[config.mk]
export PLATFORM = sky130hd
export DESIGN_NAME = u_datapath_sequencer_flat
export DESIGN_NICKNAME = d
export VERILOG_FILES = /design/src/rtl/u_datapath_sequencer_pkg.sv /design/src/rtl/u_datapath_sequencer_if.sv /design/src/rtl/u_datapath_sequencer_sc_seq_counter.sv /design/src/rtl/u_datapath_sequencer.sv /design/src/flat_wrapper.sv
export SDC_FILE = /design/constraint.sdc
export NUM_CORES = 1
export LEC_CHECK = 0
export ABC_CLOCK_PERIOD_IN_PS = 1600
export BUFFER_PORTS_ARGS = -buffer_cell sky130_fd_sc_hd__buf_4
export CORE_MARGIN = 8
export CORE_UTILIZATION = 32
export DETAILED_ROUTE_END_ITERATION = 10
export PLACE_DENSITY = 0.56
export RECOVER_POWER = 25
export REMOVE_ABC_BUFFERS = 1
export SLEW_MARGIN = 40
export SYNTH_ARGS = -nofsm -noshare
export SYNTH_HDL_FRONTEND = slang
export SYNTH_HIERARCHICAL = 1
export SYNTH_SLANG_ARGS = --single-unit
[constraint.sdc]
create_clock -name uSequencer_CLOCK_50 -period 1.6 [get_ports uSequencer_CLOCK_50]
set_input_delay 0.24 -clock uSequencer_CLOCK_50 [delete_from_list [all_inputs] [get_ports uSequencer_CLOCK_50]]
set_output_delay 0.24 -clock uSequencer_CLOCK_50 [all_outputs]
set_load 0.02 [all_outputs]
[src/rtl/u_datapath_sequencer_pkg.sv]
// Shared types and constants for the datapath micro-sequencer.
// Covers instruction field layout, idle control values, shift op codes and FSM states.
package u_sequencer_pkg;

  localparam int DATAWIDTH_INSTR                = 16;
  localparam int DATAWIDTH_DECODER_SELECTION    = 3;
  localparam int DATAWIDTH_MUX_SELECTION        = 3;
  localparam int DATAWIDTH_ALU_SELECTION        = 4;
  localparam int DATAWIDTH_REGSHIFTER_SELECTION = 2;

  localparam int INSTR_SHIFTOP_LO = 14;
  localparam int INSTR_ALUOP_LO   = 10;
  localparam int INSTR_SRCA_LO    = 7;
  localparam int INSTR_SRCB_LO    = 4;
  localparam int INSTR_DEST_LO    = 2;
  localparam int INSTR_COUNT_LO   = 0;

  localparam logic [2:0] DECODER_IDLE = 3'b111;
  localparam logic [2:0] MUX_IDLE     = 3'b000;
  localparam logic [3:0] ALU_IDLE     = 4'b0000;
  localparam logic [1:0] SHIFT_HOLD   = 2'b11;
  localparam logic [1:0] SHIFT_NOP    = 2'b00;
  localparam logic [1:0] SHIFT_LEFT   = 2'b01;
  localparam logic [1:0] SHIFT_RIGHT  = 2'b10;

  typedef enum logic [2:0] {
    STATE_IDLE  = 3'd0,
    STATE_EXEC  = 3'd1,
    STATE_SHIFT = 3'd2,
    STATE_WRITE = 3'd3,
    STATE_DONE  = 3'd4
  } seqState_t;

  // Field order matches the bit positions above, MSB first.
  typedef struct packed {
    logic [1:0] shiftOp;
    logic [3:0] aluOp;
    logic [2:0] srcA;
    logic [2:0] srcB;
    logic [1:0] dest;
    logic [1:0] count;
  } instr_t;

endpackage

[src/rtl/u_datapath_sequencer_if.sv]
// Command/datapath bundle between the command source, the sequencer and the datapath.
// Handshake: an instruction is taken on any clock edge where Start_InLow is low while Busy is low; Start is ignored while Busy is high, and Done pulses for one cycle when the instruction retires.
interface u_datapath_sequencer_if;
  import u_sequencer_pkg::*;

  logic                                      uSequencer_Start_InLow;
  logic [DATAWIDTH_INSTR-1:0]                uSequencer_Instruction_In;
  logic                                      uSequencer_Overflow_InLow;
  logic                                      uSequencer_Carry_InLow;
  logic                                      uSequencer_Negative_InLow;
  logic                                      uSequencer_Zero_InLow;
  logic                                      uSequencer_Busy_OutHigh;
  logic                                      uSequencer_Done_OutHigh;
  logic [DATAWIDTH_DECODER_SELECTION-1:0]    uSequencer_DecoderSelectionWrite_Out;
  logic [DATAWIDTH_MUX_SELECTION-1:0]        uSequencer_MUXSelectionBUSA_Out;
  logic [DATAWIDTH_MUX_SELECTION-1:0]        uSequencer_MUXSelectionBUSB_Out;
  logic [DATAWIDTH_ALU_SELECTION-1:0]        uSequencer_ALUSelection_Out;
  logic                                      uSequencer_RegSHIFTERLoad_OutLow;
  logic [DATAWIDTH_REGSHIFTER_SELECTION-1:0] uSequencer_RegSHIFTERShiftSelection_OutLow;
  logic [3:0]                                uSequencer_FlagsLatched_OutLow;
  seqState_t                                 uSequencer_State_Out;

  modport master (
    output uSequencer_Start_InLow, uSequencer_Instruction_In,
    output uSequencer_Overflow_InLow, uSequencer_Carry_InLow,
    output uSequencer_Negative_InLow, uSequencer_Zero_InLow,
    input  uSequencer_Busy_OutHigh, uSequencer_Done_OutHigh,
    input  uSequencer_DecoderSelectionWrite_Out,
    input  uSequencer_MUXSelectionBUSA_Out, uSequencer_MUXSelectionBUSB_Out,
    input  uSequencer_ALUSelection_Out, uSequencer_RegSHIFTERLoad_OutLow,
    input  uSequencer_RegSHIFTERShiftSelection_OutLow,
    input  uSequencer_FlagsLatched_OutLow, uSequencer_State_Out
  );

  modport slave (
    input  uSequencer_Start_InLow, uSequencer_Instruction_In,
    input  uSequencer_Overflow_InLow, uSequencer_Carry_InLow,
    input  uSequencer_Negative_InLow, uSequencer_Zero_InLow,
    output uSequencer_Busy_OutHigh, uSequencer_Done_OutHigh,
    output uSequencer_DecoderSelectionWrite_Out,
    output uSequencer_MUXSelectionBUSA_Out, uSequencer_MUXSelectionBUSB_Out,
    output uSequencer_ALUSelection_Out, uSequencer_RegSHIFTERLoad_OutLow,
    output uSequencer_RegSHIFTERShiftSelection_OutLow,
    output uSequencer_FlagsLatched_OutLow, uSequencer_State_Out
  );

endinterface

[src/rtl/u_datapath_sequencer_sc_seq_counter.sv]
// Two-bit loadable down-counter holding the remaining shift cycles.
// Load has priority over decrement; isLast marks the final shift cycle.
module sc_seq_counter (
  input  logic       clk,
  input  logic       rst,
  input  logic       load,
  input  logic       dec,
  input  logic [1:0] loadValue,
  output logic       isZero,
  output logic       isLast
);

  logic [1:0] count;

  always_ff @(posedge clk) begin
    if (rst) begin
      count <= 2'd0;
    end else if (load) begin
      count <= loadValue;
    end else if (dec) begin
      count <= count - 2'd1;
    end
  end

  assign isZero = (count == 2'd0);
  assign isLast = (count == 2'd1);

endmodule

[src/rtl/u_datapath_sequencer.sv]
// Micro-sequencer that steps the 8-bit datapath through EXEC, SHIFT, WRITE and DONE.
// Every control output is a register loaded with the value for the state being entered.
module u_datapath_sequencer
  import u_sequencer_pkg::*;
(
  input  logic                  uSequencer_CLOCK_50,
  input  logic                  uSequencer_Reset_InHigh,
  u_datapath_sequencer_if.slave seqBus
);

  seqState_t  state;
  instr_t     instrIn;
  logic [1:0] shiftOpReg;
  logic [1:0] destReg;
  logic [3:0] flagsReg;
  logic       busyReg;
  logic       doneReg;
  logic       loadReg;
  logic [2:0] decoderReg;
  logic [2:0] muxAReg;
  logic [2:0] muxBReg;
  logic [3:0] aluReg;
  logic [1:0] shiftSelReg;
  logic       accept;
  logic       cntDec;
  logic       cntZero;
  logic       cntLast;

  assign instrIn = instr_t'(seqBus.uSequencer_Instruction_In);
  assign accept  = (state == STATE_IDLE) && !seqBus.uSequencer_Start_InLow;
  assign cntDec  = (state == STATE_SHIFT);

  sc_seq_counter uCounter (
    .clk       (uSequencer_CLOCK_50),
    .rst       (uSequencer_Reset_InHigh),
    .load      (accept),
    .dec       (cntDec),
    .loadValue (instrIn.count),
    .isZero    (cntZero),
    .isLast    (cntLast)
  );

  always_ff @(posedge uSequencer_CLOCK_50) begin
    if (uSequencer_Reset_InHigh) begin
      state       <= STATE_IDLE;
      shiftOpReg  <= SHIFT_NOP;
      destReg     <= 2'b00;
      flagsReg    <= 4'b1111;
      busyReg     <= 1'b0;
      doneReg     <= 1'b0;
      decoderReg  <= DECODER_IDLE;
      muxAReg     <= MUX_IDLE;
      muxBReg     <= MUX_IDLE;
      aluReg      <= ALU_IDLE;
      loadReg     <= 1'b1;
      shiftSelReg <= SHIFT_HOLD;
    end else begin
      // Idle values unless the state being entered overrides them below.
      doneReg     <= 1'b0;
      decoderReg  <= DECODER_IDLE;
      muxAReg     <= MUX_IDLE;
      muxBReg     <= MUX_IDLE;
      aluReg      <= ALU_IDLE;
      loadReg     <= 1'b1;
      shiftSelReg <= SHIFT_HOLD;
      case (state)
        STATE_IDLE: begin
          if (accept) begin
            state      <= STATE_EXEC;
            busyReg    <= 1'b1;
            shiftOpReg <= instrIn.shiftOp;
            destReg    <= instrIn.dest;
            muxAReg    <= instrIn.srcA;
            muxBReg    <= instrIn.srcB;
            aluReg     <= instrIn.aluOp;
            loadReg    <= 1'b0;
          end
        end
        STATE_EXEC: begin
          flagsReg <= {seqBus.uSequencer_Overflow_InLow, seqBus.uSequencer_Carry_InLow,
                       seqBus.uSequencer_Negative_InLow, seqBus.uSequencer_Zero_InLow};
          if (cntZero) begin
            state      <= STATE_WRITE;
            decoderReg <= {1'b0, destReg};
          end else begin
            state       <= STATE_SHIFT;
            shiftSelReg <= shiftOpReg;
          end
        end
        STATE_SHIFT: begin
          if (cntLast) begin
            state      <= STATE_WRITE;
            decoderReg <= {1'b0, destReg};
          end else begin
            shiftSelReg <= shiftOpReg;
          end
        end
        STATE_WRITE: begin
          state   <= STATE_DONE;
          doneReg <= 1'b1;
        end
        STATE_DONE: begin
          state   <= STATE_IDLE;
          busyReg <= 1'b0;
        end
        default: begin
          state   <= STATE_IDLE;
          busyReg <= 1'b0;
        end
      endcase
    end
  end

  assign seqBus.uSequencer_Busy_OutHigh                    = busyReg;
  assign seqBus.uSequencer_Done_OutHigh                    = doneReg;
  assign seqBus.uSequencer_DecoderSelectionWrite_Out       = decoderReg;
  assign seqBus.uSequencer_MUXSelectionBUSA_Out            = muxAReg;
  assign seqBus.uSequencer_MUXSelectionBUSB_Out            = muxBReg;
  assign seqBus.uSequencer_ALUSelection_Out                = aluReg;
  assign seqBus.uSequencer_RegSHIFTERLoad_OutLow           = loadReg;
  assign seqBus.uSequencer_RegSHIFTERShiftSelection_OutLow = shiftSelReg;
  assign seqBus.uSequencer_FlagsLatched_OutLow             = flagsReg;
  assign seqBus.uSequencer_State_Out                       = state;

endmodule

[src/flat_wrapper.sv]
// flat-port wrapper written by rule: the top's interface ports become plain ports
module u_datapath_sequencer_flat import u_sequencer_pkg::*;
  (uSequencer_CLOCK_50, uSequencer_Reset_InHigh, seqBus_uSequencer_Start_InLow, seqBus_uSequencer_Instruction_In, seqBus_uSequencer_Overflow_InLow, seqBus_uSequencer_Carry_InLow, seqBus_uSequencer_Negative_InLow, seqBus_uSequencer_Zero_InLow, seqBus_uSequencer_Busy_OutHigh, seqBus_uSequencer_Done_OutHigh, seqBus_uSequencer_DecoderSelectionWrite_Out, seqBus_uSequencer_MUXSelectionBUSA_Out, seqBus_uSequencer_MUXSelectionBUSB_Out, seqBus_uSequencer_ALUSelection_Out, seqBus_uSequencer_RegSHIFTERLoad_OutLow, seqBus_uSequencer_RegSHIFTERShiftSelection_OutLow, seqBus_uSequencer_FlagsLatched_OutLow, seqBus_uSequencer_State_Out);
  u_datapath_sequencer_if seqBus_i ();
  input  logic uSequencer_CLOCK_50;
  input  logic uSequencer_Reset_InHigh;
  input wire logic [$bits(seqBus_i.uSequencer_Start_InLow)-1:0] seqBus_uSequencer_Start_InLow;
  input wire logic [$bits(seqBus_i.uSequencer_Instruction_In)-1:0] seqBus_uSequencer_Instruction_In;
  input wire logic [$bits(seqBus_i.uSequencer_Overflow_InLow)-1:0] seqBus_uSequencer_Overflow_InLow;
  input wire logic [$bits(seqBus_i.uSequencer_Carry_InLow)-1:0] seqBus_uSequencer_Carry_InLow;
  input wire logic [$bits(seqBus_i.uSequencer_Negative_InLow)-1:0] seqBus_uSequencer_Negative_InLow;
  input wire logic [$bits(seqBus_i.uSequencer_Zero_InLow)-1:0] seqBus_uSequencer_Zero_InLow;
  output wire logic [$bits(seqBus_i.uSequencer_Busy_OutHigh)-1:0] seqBus_uSequencer_Busy_OutHigh;
  output wire logic [$bits(seqBus_i.uSequencer_Done_OutHigh)-1:0] seqBus_uSequencer_Done_OutHigh;
  output wire logic [$bits(seqBus_i.uSequencer_DecoderSelectionWrite_Out)-1:0] seqBus_uSequencer_DecoderSelectionWrite_Out;
  output wire logic [$bits(seqBus_i.uSequencer_MUXSelectionBUSA_Out)-1:0] seqBus_uSequencer_MUXSelectionBUSA_Out;
  output wire logic [$bits(seqBus_i.uSequencer_MUXSelectionBUSB_Out)-1:0] seqBus_uSequencer_MUXSelectionBUSB_Out;
  output wire logic [$bits(seqBus_i.uSequencer_ALUSelection_Out)-1:0] seqBus_uSequencer_ALUSelection_Out;
  output wire logic [$bits(seqBus_i.uSequencer_RegSHIFTERLoad_OutLow)-1:0] seqBus_uSequencer_RegSHIFTERLoad_OutLow;
  output wire logic [$bits(seqBus_i.uSequencer_RegSHIFTERShiftSelection_OutLow)-1:0] seqBus_uSequencer_RegSHIFTERShiftSelection_OutLow;
  output wire logic [$bits(seqBus_i.uSequencer_FlagsLatched_OutLow)-1:0] seqBus_uSequencer_FlagsLatched_OutLow;
  output wire logic [$bits(seqBus_i.uSequencer_State_Out)-1:0] seqBus_uSequencer_State_Out;
  assign seqBus_i.uSequencer_Start_InLow = seqBus_uSequencer_Start_InLow;
  assign seqBus_i.uSequencer_Instruction_In = seqBus_uSequencer_Instruction_In;
  assign seqBus_i.uSequencer_Overflow_InLow = seqBus_uSequencer_Overflow_InLow;
  assign seqBus_i.uSequencer_Carry_InLow = seqBus_uSequencer_Carry_InLow;
  assign seqBus_i.uSequencer_Negative_InLow = seqBus_uSequencer_Negative_InLow;
  assign seqBus_i.uSequencer_Zero_InLow = seqBus_uSequencer_Zero_InLow;
  assign seqBus_uSequencer_Busy_OutHigh = seqBus_i.uSequencer_Busy_OutHigh;
  assign seqBus_uSequencer_Done_OutHigh = seqBus_i.uSequencer_Done_OutHigh;
  assign seqBus_uSequencer_DecoderSelectionWrite_Out = seqBus_i.uSequencer_DecoderSelectionWrite_Out;
  assign seqBus_uSequencer_MUXSelectionBUSA_Out = seqBus_i.uSequencer_MUXSelectionBUSA_Out;
  assign seqBus_uSequencer_MUXSelectionBUSB_Out = seqBus_i.uSequencer_MUXSelectionBUSB_Out;
  assign seqBus_uSequencer_ALUSelection_Out = seqBus_i.uSequencer_ALUSelection_Out;
  assign seqBus_uSequencer_RegSHIFTERLoad_OutLow = seqBus_i.uSequencer_RegSHIFTERLoad_OutLow;
  assign seqBus_uSequencer_RegSHIFTERShiftSelection_OutLow = seqBus_i.uSequencer_RegSHIFTERShiftSelection_OutLow;
  assign seqBus_uSequencer_FlagsLatched_OutLow = seqBus_i.uSequencer_FlagsLatched_OutLow;
  assign seqBus_uSequencer_State_Out = seqBus_i.uSequencer_State_Out;
  u_datapath_sequencer u_core (.uSequencer_CLOCK_50(uSequencer_CLOCK_50), .uSequencer_Reset_InHigh(uSequencer_Reset_InHigh), .seqBus(seqBus_i));
endmodule
Word-level counts from Yosys, hierarchy flattened
Index checks and enable logic that the tools add are counted.
{"block": "word_totals", "ff_bits": 31, "input_bits": 23, "output_inout_bits": 25, "word_cells": 50}
{"block": "op_classes", "add_sub_neg": 1, "n_eq_ne": 6, "muxes": 16, "bitwise_logic": 3, "reduce_logical": 11}
{"cell": "two-way mux 3 bit", "n": 4}
{"cell": "case mux 3 bit (4 select lines)", "n": 1}
{"cell": "two-way mux 2 bit", "n": 4}
{"cell": "equality test 3 x 2 -> 1 bit, second input constant", "n": 2}
{"cell": "case mux 3 bit (2 select lines)", "n": 1}
{"cell": "AND reduction 2 bit", "n": 3}
{"cell": "OR reduction 3 bit", "n": 2}
{"cell": "two-way mux 1 bit", "n": 4}
{"cell": "case mux 2 bit (2 select lines)", "n": 1}
{"cell": "equality test 3 x 1 -> 1 bit, second input constant", "n": 1}
{"cell": "zero test 3 bit", "n": 1}
{"cell": "inverter 1 bit", "n": 3}
{"cell": "equality test 2 x 1 -> 1 bit, second input constant", "n": 1}
{"cell": "zero test 2 bit", "n": 1}
{"cell": "inequality test 2 x 1 -> 1 bit, second input constant", "n": 1}
{"cell": "inequality test 2 bit, second input constant", "n": 1}
{"cell": "case mux 1 bit (2 select lines)", "n": 1}
{"cell": "nonzero test 2 bit", "n": 1}
{"cell": "OR reduction 2 bit", "n": 1}
{"cell": "subtractor 2 x 1 -> 2 bit, second input constant", "n": 1}
{"cell": "logical AND 1 bit", "n": 1}
{"cell": "zero test 1 bit", "n": 1}

Longest topological paths before layout
Gate-level depths: netlist of run 1.
{"block": "logic_depth", "word_depth": 4, "ltp_mapped": 6, "mapped_depth_nobuf": 5}

By module
Netlist of run 1, hierarchy kept.
{"mod": "u_datapath_sequencer", "n_inst": 1, "cells_each": 96, "area_per_inst_um2": 960.9, "seq_area_each_um2": 580.6}
{"mod": "sc_seq_counter", "n_inst": 1, "cells_each": 14, "area_per_inst_um2": 138.9, "seq_area_each_um2": 40.0}

Least setup slack after synthesis of run 1
Ideal clock, no wire load.
{"block": "synth_path", "path_type": "reg-to-reg", "from": "register u_core.state[1], in the netlist u_core/seqBus.uSequencer_State_Out[1]", "to": "register u_core.uCounter.count[0]", "setup_ps": 123, "t_arrival_ps": 1464, "required_ps": 1477, "setup_slack_ps": 13, "stages_incl_launch_ff": 7, "n_path_buf": 2, "period_less_slack_ps": 1587, "path_cell_list": "dfxtp_1 -> buf_6 -> or4_4 -> buf_6 -> inv_2 -> nor2b_1 -> a211oi_2"}
{"block": "synth_via", "elab_chain_len": 3, "word_cells_on_any_way": 5, "classes_between": "1 x eq/ne; 1 x mux; 3 x reduce/logical"}
{"element": "start: declaration", "line": "u_datapath_sequencer.sv:11", "text": "seqState_t state;"}
{"element": "start signal: assignment", "line": "u_datapath_sequencer.sv:45", "text": "state <= STATE_IDLE;"}
{"element": "start signal: assignment", "line": "u_datapath_sequencer.sv:69", "text": "state <= STATE_EXEC;"}
{"element": "start signal: assignment", "line": "u_datapath_sequencer.sv:83", "text": "state <= STATE_WRITE;"}
{"element": "zero test 3 bit (*)", "line": "u_datapath_sequencer.sv:30", "text": "assign accept = (state == STATE_IDLE) && !seqBus.uSequencer_Start_InLow;"}
{"element": "logical AND 1 bit (*)", "line": "u_datapath_sequencer.sv:30"}
{"element": "net u_core.accept", "line": "u_datapath_sequencer.sv:24", "text": "logic accept;"}
{"element": "two-way mux 2 bit or nonzero test 2 bit (tied branches)"}
{"element": "end signal: assignment", "line": "u_datapath_sequencer_sc_seq_counter.sv:19", "text": "count <= loadValue;"}
{"element": "end signal: assignment", "line": "u_datapath_sequencer_sc_seq_counter.sv:21", "text": "count <= count - 2'd1;"}
{"element": "end: declaration", "line": "u_datapath_sequencer_sc_seq_counter.sv:13", "text": "logic [1:0] count;"}
Mark *: on every way through the listed nets, which the timed path passes. The rest lies on a longest branch.
A chain may end at the register's enable or synchronous reset.

Worst setup path after layout of run 1
{"block": "layout_path", "from": "register u_core.state[2], in the netlist u_core/seqBus.uSequencer_State_Out[2]", "to": "register u_core.uCounter.count[0]"}
Same word-level chain as after synthesis.

==> qor.csv, run 1 <==
stage,metric,value,unit
cells_and_area,multi_input_comb_area,415.4,µm²
outcome,run_status,finished clean,
cells_and_area,synthToLayoutAreaGrowth,39.02,%
synthesis,synthesis.yosys.warnings,6,
synthesis,ys_top_cells_by_area,"dfxtp_1 (56%), and2_1 (5.7%), a21oi_1 (5.0%)",
synthesis,synth.top_cell.area_share,0.5643,
synthesis,syn_area,0.001100,mm²
cts,cts.htree.levels,2,
global_routing,pin_count_of_the_biggest_net_entering_global_routing,19,
power,total_leakage_power,0.6569,nW
critical_path,crit_path_max_fanout,8,
critical_path,setup.worst_path.class,reg -> reg,
die,placementRows,21,
die,core_area,0.003311,mm²
synthesis,synth.ff_latch_count,31,
global_routing,wire_length_of_the_first_global_routing_pass,4215,µm
routing,detail_route.drc_violations,0,
global_routing,first_global_vias,975,
routing,post_drt_wl_per_cell,12.96,µm
critical_path,critical_path_depth,4,
cells_and_area,most-common-layout-cells,"buf_4 (38), dfxtp_1 (31), clkbuf_1 (11), a21oi_1 (11)",
critical_path,critPathCaptureType,flip-flop,
timing,fmax,673.1,MHz
timing,final-hold-violation-count,0,
placement,portBuffers,47,
routing,antenna_violating_nets_post_route,0,
critical_path,worstPathRequired,1820,ps
timing,setup_tns,0,ps
cts,post_cts_setup_inserts,0,
cells_and_area,nets,186,
placement,postPlaceCellArea,0.001484,mm²
global_routing,initial_antenna_violation_count,0,
critical_path,critical-path-top-delay-family,simple AND/OR/NAND/NOR gates,
synthesis,synth.largest_area_cell,dfxtp_1,
timing,grt_setup_unrepaired,no,
timing,slew_at_the_pin_closest_to_its_max_slew_limit,531.0,ps
power,powerDensity,1261,mW/mm²
critical_path,crit_buf_inv,1,
global_routing,grt_remaining_overflow,0,
cts,postCtsHoldBufs,0,
cells_and_area,register_area,620.6,µm²
critical_path,worstPathCellList,"or4_4, inv_2, nor2b_1, a211oi_2",
die,die_span_in_y,74.63,µm
critical_path,timing.critical_path.slowest_cell_delay,620,ps
routing,routed-via-count,903,
synthesis,syn_area_per_cell,9.998,µm²
cts,worst_skew_pair.late_latency,320,ps
routing,dr.pass1.iters,4,
cts,clkSlewWorstSetupHoldPaths,90,ps
placement,place_congestion,0.7142,
synthesis,yosys.cell_types.count,26,
flow_run,max_cap_viol_count,0,
timing,fraction_of_the_cycle_the_final_worst_path_needs,0.9286,
cts,cells_resized_by_post_cts_repair,0,
global_routing,grtUsageTotal,0.1010,
die,io_pins,48,
cells_and_area,layout.cells.most_common,buf_4,
critical_path,slowest_stage,or4_4,
routing,drt-initial-drc-count,33,
hold_path,holdPathStages,2,
power,p_total,0.001929,W
synthesis,synth_sequential_area_ratio,0.5643,
critical_path,arrival_time_of_data_at_the_critical_path_endpoint,1700,ps
cells_and_area,fillCellCount,359,
cells_and_area,antenna_cells,0,
cells_and_area,layout_cell_area_excl_fill,0.001529,mm²
cts,clk_root_buffer_cell,clkbuf_4,
die,fp.dieW,74.63,µm
hold_path,worstHoldPathType,in -> reg,
critical_path,startpoint_type,flip-flop,
placement,detailed_place_hpwl,2145,µm
cts,tritoncts_num_sinks,31,
timing,layout_min_cycle_time,1486,ps
timing,finalSetupViolations,0,
cts,cts_tree,built,
cts,numCtsBuffers,5,
timing,timing.clock.skew,1.957,ps
cells_and_area,drive_above_1_share,0.3333,
timing,relSlewSlack,0.6445,
synthesis,netlist_instances,110,
die,die_area,0.005569,mm²
routing,avgViaCountPerCell,4.341,
timing,drv_slew,0,
die,initial_core_util,0.3322,
routing,drt-total-wl,2695,µm
power,vdd_drop_max,540.0,µV
critical_path,r2r_worst_path_depth,4,
cts,cts-root-to-sink-buffers,2,
kinds of logic (layout without fill, tap and decap cells):
logic type,count (synthesis),in the layout,synth area share
AND/OR/NAND/NOR,49,49,0.2503
flip-flops,31,31,0.5643
AO/OA/AOI/OAI,16,16,0.09670
buffers and inverters,11,63,0.05802
adder cells (fa/ha/maj),2,2,0.02275
XOR/XNOR,1,1,0.007965
worst reg2reg max path, delay by kind of cell (launching register included):
family                 cells  cell delay [ps]
and+or+nand+nor            2              800
DFF                        1              370
buffers and inverters      1              160
AOI/OAI and AO/OA          1               60
final timing paths:
path / start / to / slack, ps
setup / recovery: u_core/seqBus.uSequencer_State_Out[2] / u_core/uCounter/count[0] / 110
hold reg to reg: u_core/destReg[0] / flip-flop / 450
setup reg to reg: u_core/seqBus.uSequencer_State_Out[2] / u_core/uCounter/count[0] / 110
hold / removal: seqBus_uSequencer_Instruction_In[11] / u_core/seqBus.uSequencer_ALUSelection_Out[1] / 110
layer usage:
layer | vias to the layer above | global-route usage | share of wire
met5 | - | 0 | 0
met4 | 0 | 0.05870 | 0.020
met3 | 4 | 0.03728 | 0.065
met2 | 30 | 0.1791 | 0.54
met1 | 407 | 0.09859 | 0.38
li1 | 462 | - | -
power breakdown:
| group | leakage (nW) | switching [W] | internal, W |
|---|---|---|---|
| Clock | 0.0482 | 0.000259 | 0.000369 |
| Sequential | 0.254 | 0.0000335 | 0.000847 |
| Combinational | 0.355 | 0.000237 | 0.000184 |
| Total | 0.657 | 0.000529 | 0.00140 |
stage by stage:
step	std cells	worst slack, ps	hold slack, ps	utilization
2_1_floorplan	105	121.0	304.6	-
3_3_place_gp	200	183.1	433.2	0.4482
3_5_place_dp	200	121.8	438.3	0.4482
4_1_cts	208	113.7	98.98	0.4743
5_1_grt	208	56.29	86.21	0.4618
6_report	208	114.3	113.0	0.4618
sequential cells by signal, indices dropped and copies added, names as in the netlist:
name and flops:
u_core/destReg 2, u_core/seqBus.uSequencer_DecoderSelectionWrite_Out 3, u_core/seqBus.uSequencer_Busy_OutHigh 1, u_core/uCounter/count 2, u_core/seqBus.uSequencer_State_Out 3, u_core/seqBus.uSequencer_RegSHIFTERShiftSelection_OutLow 2
u_core/seqBus.uSequencer_FlagsLatched_OutLow 4, u_core/seqBus.uSequencer_MUXSelectionBUSA_Out 3, u_core/seqBus.uSequencer_Done_OutHigh 1, u_core/seqBus.uSequencer_MUXSelectionBUSB_Out 3, u_core/seqBus.uSequencer_ALUSelection_Out 4, u_core/shiftOpReg 2
u_core/seqBus.uSequencer_RegSHIFTERLoad_OutLow 1
synth_stat cells:
cell / instances
or4_4: 1
clkbuf_1: 2
nor3_1: 4
o21ai_0: 1
dfxtp_1: 31
ha_1: 2
a211oi_2: 1
o22a_1: 1
or3_1: 2
o41ai_2: 1
xnor2_1: 1
nand2b_1: 5
nor3b_2: 1
nor2b_1: 1
nor2_4: 1
o2bb2ai_1: 1
buf_6: 3
nor2_1: 9
nand2_1: 10
and2_2: 1
nand3b_1: 3
and2_1: 10
a21oi_1: 11
inv_2: 1
or2_2: 1
inv_1: 5
final cells by class:
class	count	share of cell area
clock buffer	6	0.03355
multi-input combinational	68	0.2717
tap	46	0.03764
clock inverter	2	0.02291
timing repair buffer	49	0.2136
sequential	31	0.4059
inverter	6	0.01473
Note: power is estimated with default switching activity, not from simulation.
==> run 2: changes to the inputs <==
CORE_UTILIZATION = 41   (was 32)
PLACE_DENSITY = 0.69   (was 0.56)
RECOVER_POWER = 50   (was 25)
==> run 2 against run 1 <==
Setup slack gained 32 ps. Die area shrank 17%. Design area fell by 6.5%. Sequential share of layout area is 2.8 points higher. Largest power group unchanged. First-iteration DRC count shrank 27%. Register-to-register slack better by 30 ps. Cell count fell by 7.7%. Utilization is 11 points higher. Clock skew up 3.3 ps. Largest cell class unchanged. Highest routed layer unchanged. Flip-flop and latch count stayed put. Combinational power down 6.0%.
==> qor.csv, run 2 (synthesis gave the netlist of run 1 again) <==
stage,metric,value,unit,change
timing,final-hold-violation-count,0,,unchanged
timing,setup_tns,0,ps,unchanged
critical_path,setup.worst_path.class,reg -> reg,,
cts,tritoncts_num_sinks,31,,unchanged
timing,grt_setup_unrepaired,no,,
routing,post_drt_wl_per_cell,13.21,µm,+1.9%
flow_run,max_cap_viol_count,0,,unchanged
cells_and_area,drive_above_1_share,0.2531,,-0.08025
global_routing,initial_antenna_violation_count,0,,unchanged
outcome,run_status,finished clean,,
timing,timing.clock.skew,5.215,ps,+3.258 ps
placement,detailed_place_hpwl,2009,µm,-6.3%
placement,place_congestion,0.8542,,+20%
cts,post_cts_setup_inserts,0,,unchanged
routing,detail_route.drc_violations,0,,unchanged
die,die_area,0.004595,mm²,-17%
timing,timing.final.ws_setup,146.7,ps,+32.40 ps
power,power.share.combinational,0.234,,+0.016
die,io_pins,48,,unchanged
timing,fmax,688.1,MHz,+2.2%
power,power_share_of_the_sequential_group,0.519,,+0.062
power,vdd_drop_max,704.1,µV,+30%
global_routing,grt_remaining_overflow,0,,unchanged
timing,drv_slew,0,,unchanged
placement,postPlaceCellArea,0.001464,mm²,-1.3%
global_routing,first_global_vias,879,,-9.8%
die,placementRows,18,,-14%
power,power_frac_clock,0.247,,-0.078
cells_and_area,nets,186,,unchanged
die,core_area,0.002500,mm²,-24%
global_routing,grtUsageTotal,0.1147,,+0.01365
critical_path,arrival_time_of_data_at_the_critical_path_endpoint,1650,ps,-50 ps
timing,finalSetupViolations,0,,unchanged
timing,fraction_of_the_cycle_the_final_worst_path_needs,0.9083,,-0.02025
power,total_leakage_power,0.5971,nW,-9.1%
routing,antenna_violating_nets_post_route,0,,unchanged
power,switching_share,0.3068,,+0.03265
global_routing,wire_length_of_the_first_global_routing_pass,4002,µm,-5.1%
cts,cts_tree,built,,
die,fp.dieW,67.79,µm,-9.2%
cts,cells_resized_by_post_cts_repair,0,,unchanged
critical_path,critPathCaptureType,flip-flop,,
power,internal_power,0.001173,W,-16%
cells_and_area,antenna_cells,0,,unchanged
timing,layout_min_cycle_time,1453,ps,-32.40 ps
cells_and_area,fillCellCount,244,,-32%
cts,cts.htree.levels,2,,unchanged
cts,worst_skew_pair.late_latency,310,ps,about the same
routing,drt-total-wl,2536,µm,-5.9%
critical_path,reg2reg_slack,150,ps,+30 ps
routing,drt-initial-drc-count,24,,-27%
critical_path,crit_path_max_fanout,8,,unchanged
critical_path,worstPathRequired,1800,ps,-20 ps
timing,relSlewSlack,0.6461,,+0.001671
timing,slew_at_the_pin_closest_to_its_max_slew_limit,528.5,ps,-2.496 ps
power,powerDensity,1183,mW/mm²,-6.2%
placement,placement.setup.worst_slack,153.5,ps,+31.67 ps
routing,avgViaCountPerCell,4.448,,+2.5%
routing,routed-via-count,854,,-5.4%
hold_path,worstHoldPathType,in -> reg,,
die,die_span_in_y,67.79,µm,-9.2%
cells_and_area,synthToLayoutAreaGrowth,30.03,%,
cts,numCtsBuffers,5,,unchanged
cts,postCtsHoldBufs,0,,unchanged
die,initial_core_util,0.4399,,+0.1077
cells_and_area,layout.cells.most_common,dfxtp_1,,
power,p_switching,0.0005190,W,-1.8%
routing,dr.pass1.iters,4,,unchanged
critical_path,startpoint_type,flip-flop,,
placement,portBuffers,47,,unchanged
cts,clkSlewWorstSetupHoldPaths,100,ps,about the same
cts,clk_root_buffer_cell,clkbuf_4,,
cells_and_area,most-common-layout-cells,"dfxtp_1 (31), buf_4 (26), clkbuf_1 (23)",,
cells_and_area,layout_cell_area_excl_fill,0.001430,mm²,-6.5%
cts,cts-root-to-sink-buffers,2,,unchanged
global_routing,pin_count_of_the_biggest_net_entering_global_routing,19,,unchanged
## run 2: critical path: stages, from the launching register on
cell and delay, ps:
dfxtp_1 360, or4_4 610, inv_2 150, nor2b_1 170, a211oi_2 60
## run 2: area by class of cell
| cell class | count | area [µm²] | share of cell area |
|---|---|---|---|
| flip-flops and latches | 31 | 620.6 | 0.4339 |
| multi-input cells | 68 | 415.4 | 0.2905 |
| repair buffers | 49 | 281.5 | 0.1969 |
| clock buffers | 5 | 37.54 | 0.02625 |
| well taps | 30 | 37.54 | 0.02625 |
| inverters | 6 | 22.52 | 0.01575 |
| clock inverters | 3 | 15.01 | 0.01050 |
## run 2: worst paths after layout
| kind | start | endpoint | cells past startpoint |
|---|---|---|---|
| setup / recovery | u_core/seqBus.uSequencer_State_Out[2] | u_core/uCounter/count[0] | 4 |
| hold / removal | seqBus_uSequencer_Instruction_In[6] | u_core/seqBus.uSequencer_MUXSelectionBUSB_Out[2] | 2 |
| setup reg to reg | u_core/seqBus.uSequencer_State_Out[2] | u_core/uCounter/count[0] | 4 |
| hold reg to reg | u_core/destReg[0] | flip-flop | 1 |
## run 2: power by group through the flow
stage	Sequential, W	Combinational [W]	Clock (W)
2_1_floorplan	0.000975	0.000167	0
3_3_place_gp	0.000896	0.000428	0
3_5_place_dp	0.000899	0.000437	0
4_1_cts	0.000881	0.000439	0.000436
5_1_grt	0.000890	0.000439	0.000483
6_report	0.000879	0.000395	0.000417
## run 2: through the flow
stage	util	hold slack (ps)	std cells	total power, W
after floorplan	-	304.6	105	0.001142
after global placement	0.5856	432.6	184	0.001324
after detailed placement	0.5856	429.6	184	0.001336
after CTS	0.6066	114.2	192	0.001756
after global routing	0.5721	97.71	192	0.001811
final	0.5721	125.2	192	0.001691
## run 2: per-layer routing
layer  wire length (µm)  global-route usage  share of wire
met1               1009              0.1254           0.40
met5                  0                   0              0
met2               1350              0.1988           0.53
met4                 27             0.04604          0.011
met3                148             0.03974          0.058
==> run 3: changes to the inputs <==
ABC_CLOCK_PERIOD_IN_PS = 1460   (was 1600)
CAP_MARGIN = 20   (was default)
CORE_UTILIZATION = 45   (was 41)
GPL_TIMING_DRIVEN = 0   (was default)
PLACE_DENSITY = 0.72   (was 0.69)
clock period = 1.46 ns   (was 1.6 ns; I/O delays follow)
==> run 3 against run 2 <==
Design area grew 1.3%. Critical path type unchanged. Critical endpoint unchanged. Clock-buffer cell count grew 2. Clock skew grew 6.0 ps. Clock power grew 36%. Largest cell class unchanged.
==> qor.csv, run 3 (synthesis gave the netlist of run 1 again) <==
stage,metric,value,unit,change
outcome,run_status,finished clean,,
timing,fraction_of_the_cycle_the_final_worst_path_needs,0.9783,,+0.06994
cells_and_area,most-common-layout-cells,"dfxtp_1 (31), buf_4 (26), clkbuf_1 (22)",,
timing,timing.final.ws_setup,31.74,ps,-114.9 ps
cells_and_area,layout.cells.most_common,dfxtp_1,,
die,die_area,0.004282,mm²,-6.8%
timing,fmax,700.2,MHz,+1.8%
power,powerDensity,1351,mW/mm²,+14%
routing,dr.pass1.iters,3,,-1
cts,postCtsHoldBufs,0,,unchanged
routing,routed-via-count,885,,+3.6%
cts,cts_tree,built,,
global_routing,grt_remaining_overflow,0,,unchanged
critical_path,regToRegStartpoint,u_core/seqBus.uSequencer_State_Out[2],,
cts,worst_skew_pair.late_latency,330,ps,+20 ps
cells_and_area,final_core_util,0.6069,,+0.03485
cells_and_area,synthToLayoutAreaGrowth,31.74,%,
cts,clk_root_buffer_cell,clkbuf_4,,
critical_path,cp-startpoint,u_core/seqBus.uSequencer_State_Out[2],,
timing,layout_min_cycle_time,1428,ps,-25.06 ps
die,initial_core_util,0.4607,,+0.02075
timing,hold_slack,84.81,ps,-40.38 ps
power,vdd_drop_max,877.4,µV,+25%
timing,slew_at_the_pin_closest_to_its_max_slew_limit,479.3,ps,-49.17 ps
hold_path,start_point_of_the_worst_min_delay_path,seqBus_uSequencer_Instruction_In[13],,
critical_path,critPathCaptureType,flip-flop,,
critical_path,worstPathRequired,1690,ps,-110 ps
die,placementRows,18,,unchanged
cells_and_area,antenna_cells,0,,unchanged
global_routing,initial_antenna_violation_count,0,,unchanged
critical_path,crit_path_max_fanout,8,,unchanged
cts,cts.htree.levels,2,,unchanged
critical_path,critical-path-top-delay-family,simple AND/OR/NAND/NOR gates,,
critical_path,timing.critical_path.slowest_cell_delay,600,ps,about the same
timing,relSlewSlack,0.6791,,+0.03292
die,io_pins,48,,unchanged
critical_path,slowest_stage,or4_4,,
cts,cts-root-to-sink-buffers,2,,unchanged
critical_path,crit_buf_inv,1,,unchanged
routing,post_drt_wl_per_cell,12.73,µm,-3.6%
placement,portBuffers,47,,unchanged
cts,clkSlewWorstSetupHoldPaths,100,ps,about the same
die,die_span_in_y,65.44,µm,-3.5%
timing,drv_slew,0,,unchanged
cts,numCtsBuffers,5,,unchanged
routing,avgViaCountPerCell,4.634,,+4.2%
routing,drt-initial-drc-count,14,,-42%
die,fp.dieW,65.44,µm,-3.5%
placement,detailed_place_hpwl,1869,µm,-7.0%
cells_and_area,multi_input_comb_area,415.4,µm²,unchanged
placement,placement.setup.worst_slack,-56.36,ps,-209.9 ps
die,core_area,0.002387,mm²,-4.5%
global_routing,wire_length_of_the_first_global_routing_pass,3974,µm,-0.70%
routing,detail_route.drc_violations,0,,unchanged
critical_path,arrival_time_of_data_at_the_critical_path_endpoint,1650,ps,about the same
routing,antenna_violating_nets_post_route,0,,unchanged
timing,finalSetupViolations,0,,unchanged
timing,timing.clock.skew,11.21,ps,+5.999 ps
global_routing,pin_count_of_the_biggest_net_entering_global_routing,19,,unchanged
global_routing,grtUsageTotal,0.1199,,+0.005160
routing,drt-total-wl,2431,µm,-4.1%
placement,place_congestion,0.7491,,-12%
cells_and_area,nets,185,,-0.54%
cells_and_area,fillCellCount,237,,-2.9%
global_routing,first_global_vias,935,,+6.4%
critical_path,worstPathCellList,"or4_4, inv_4, nor2b_1, a211oi_2",,
critical_path,startpoint_type,flip-flop,,
critical_path,setup.worst_path.class,reg -> reg,,
cells_and_area,drive_above_1_share,0.2547,,+0.001572
power,total_leakage_power,0.5977,nW,+0.11%
timing,final-hold-violation-count,0,,unchanged
cells_and_area,register_area,620.6,µm²,unchanged
cts,tritoncts_num_sinks,31,,unchanged
flow_run,max_cap_viol_count,0,,unchanged
hold_path,worstHoldPathType,in -> reg,,
## run 3: power by group
group          leakage (nW)  total (W)  switching (W)  internal, W
logic                 0.306   0.000413       0.000238     0.000174
registers             0.254   0.000978      0.0000500     0.000928
clock network        0.0375   0.000566       0.000285     0.000281
## run 3: worst reg2reg max path, cell delays in order (launching register included)
cell	delay (ps)
dfxtp_1	380
or4_4	600
inv_4	130
nor2b_1	170
a211oi_2	60
## run 3: repair_timing
item / 4_1_cts / 5_1_grt
resized for setup: 1 / 0
setup endpoints to repair: 2 / 12
buffers inserted: 0 / 1
pin swaps: 1 / 1
## run 3: cell type report
cell class / count / share of cell area
multi-input combinational: 68 / 0.2867
timing repair buffer: 48 / 0.1917
clock buffer: 7 / 0.04490
inverter: 6 / 0.01727
clock inverter: 1 / 0.005181
tap: 30 / 0.02591
sequential: 31 / 0.4283
## run 3: path summary, 6_finish.rpt
path / to / slack [ps] / cells after the start
setup reg to reg: u_core/uCounter/count[0] / 30 / 4
setup / recovery: u_core/uCounter/count[0] / 30 / 4
hold reg to reg: flip-flop / 450 / 1
hold / removal: u_core/seqBus.uSequencer_ALUSelection_Out[3] / 80 / 2
## run 3: layer usage
metal,GRT usage,vias up,part of all wire
li1,-,455,-
met1,0.1133,401,0.37
met2,0.2153,27,0.57
met3,0.03912,2,0.052
met4,0.08174,0,0.011
met5,0,-,0
## run 3: per-stage QoR
step                       TNS, ps  total power, W  cell area (µm²)  instances
after global routing      -0.07871        0.002076             1449        191
after detailed placement    -56.36        0.001449             1449        182
after floorplan             -19.05        0.001252             1059        105
after global placement      -34.53        0.001431             1449        182
after CTS                        0        0.002025             1524        190
final                            0        0.001957             1449        191
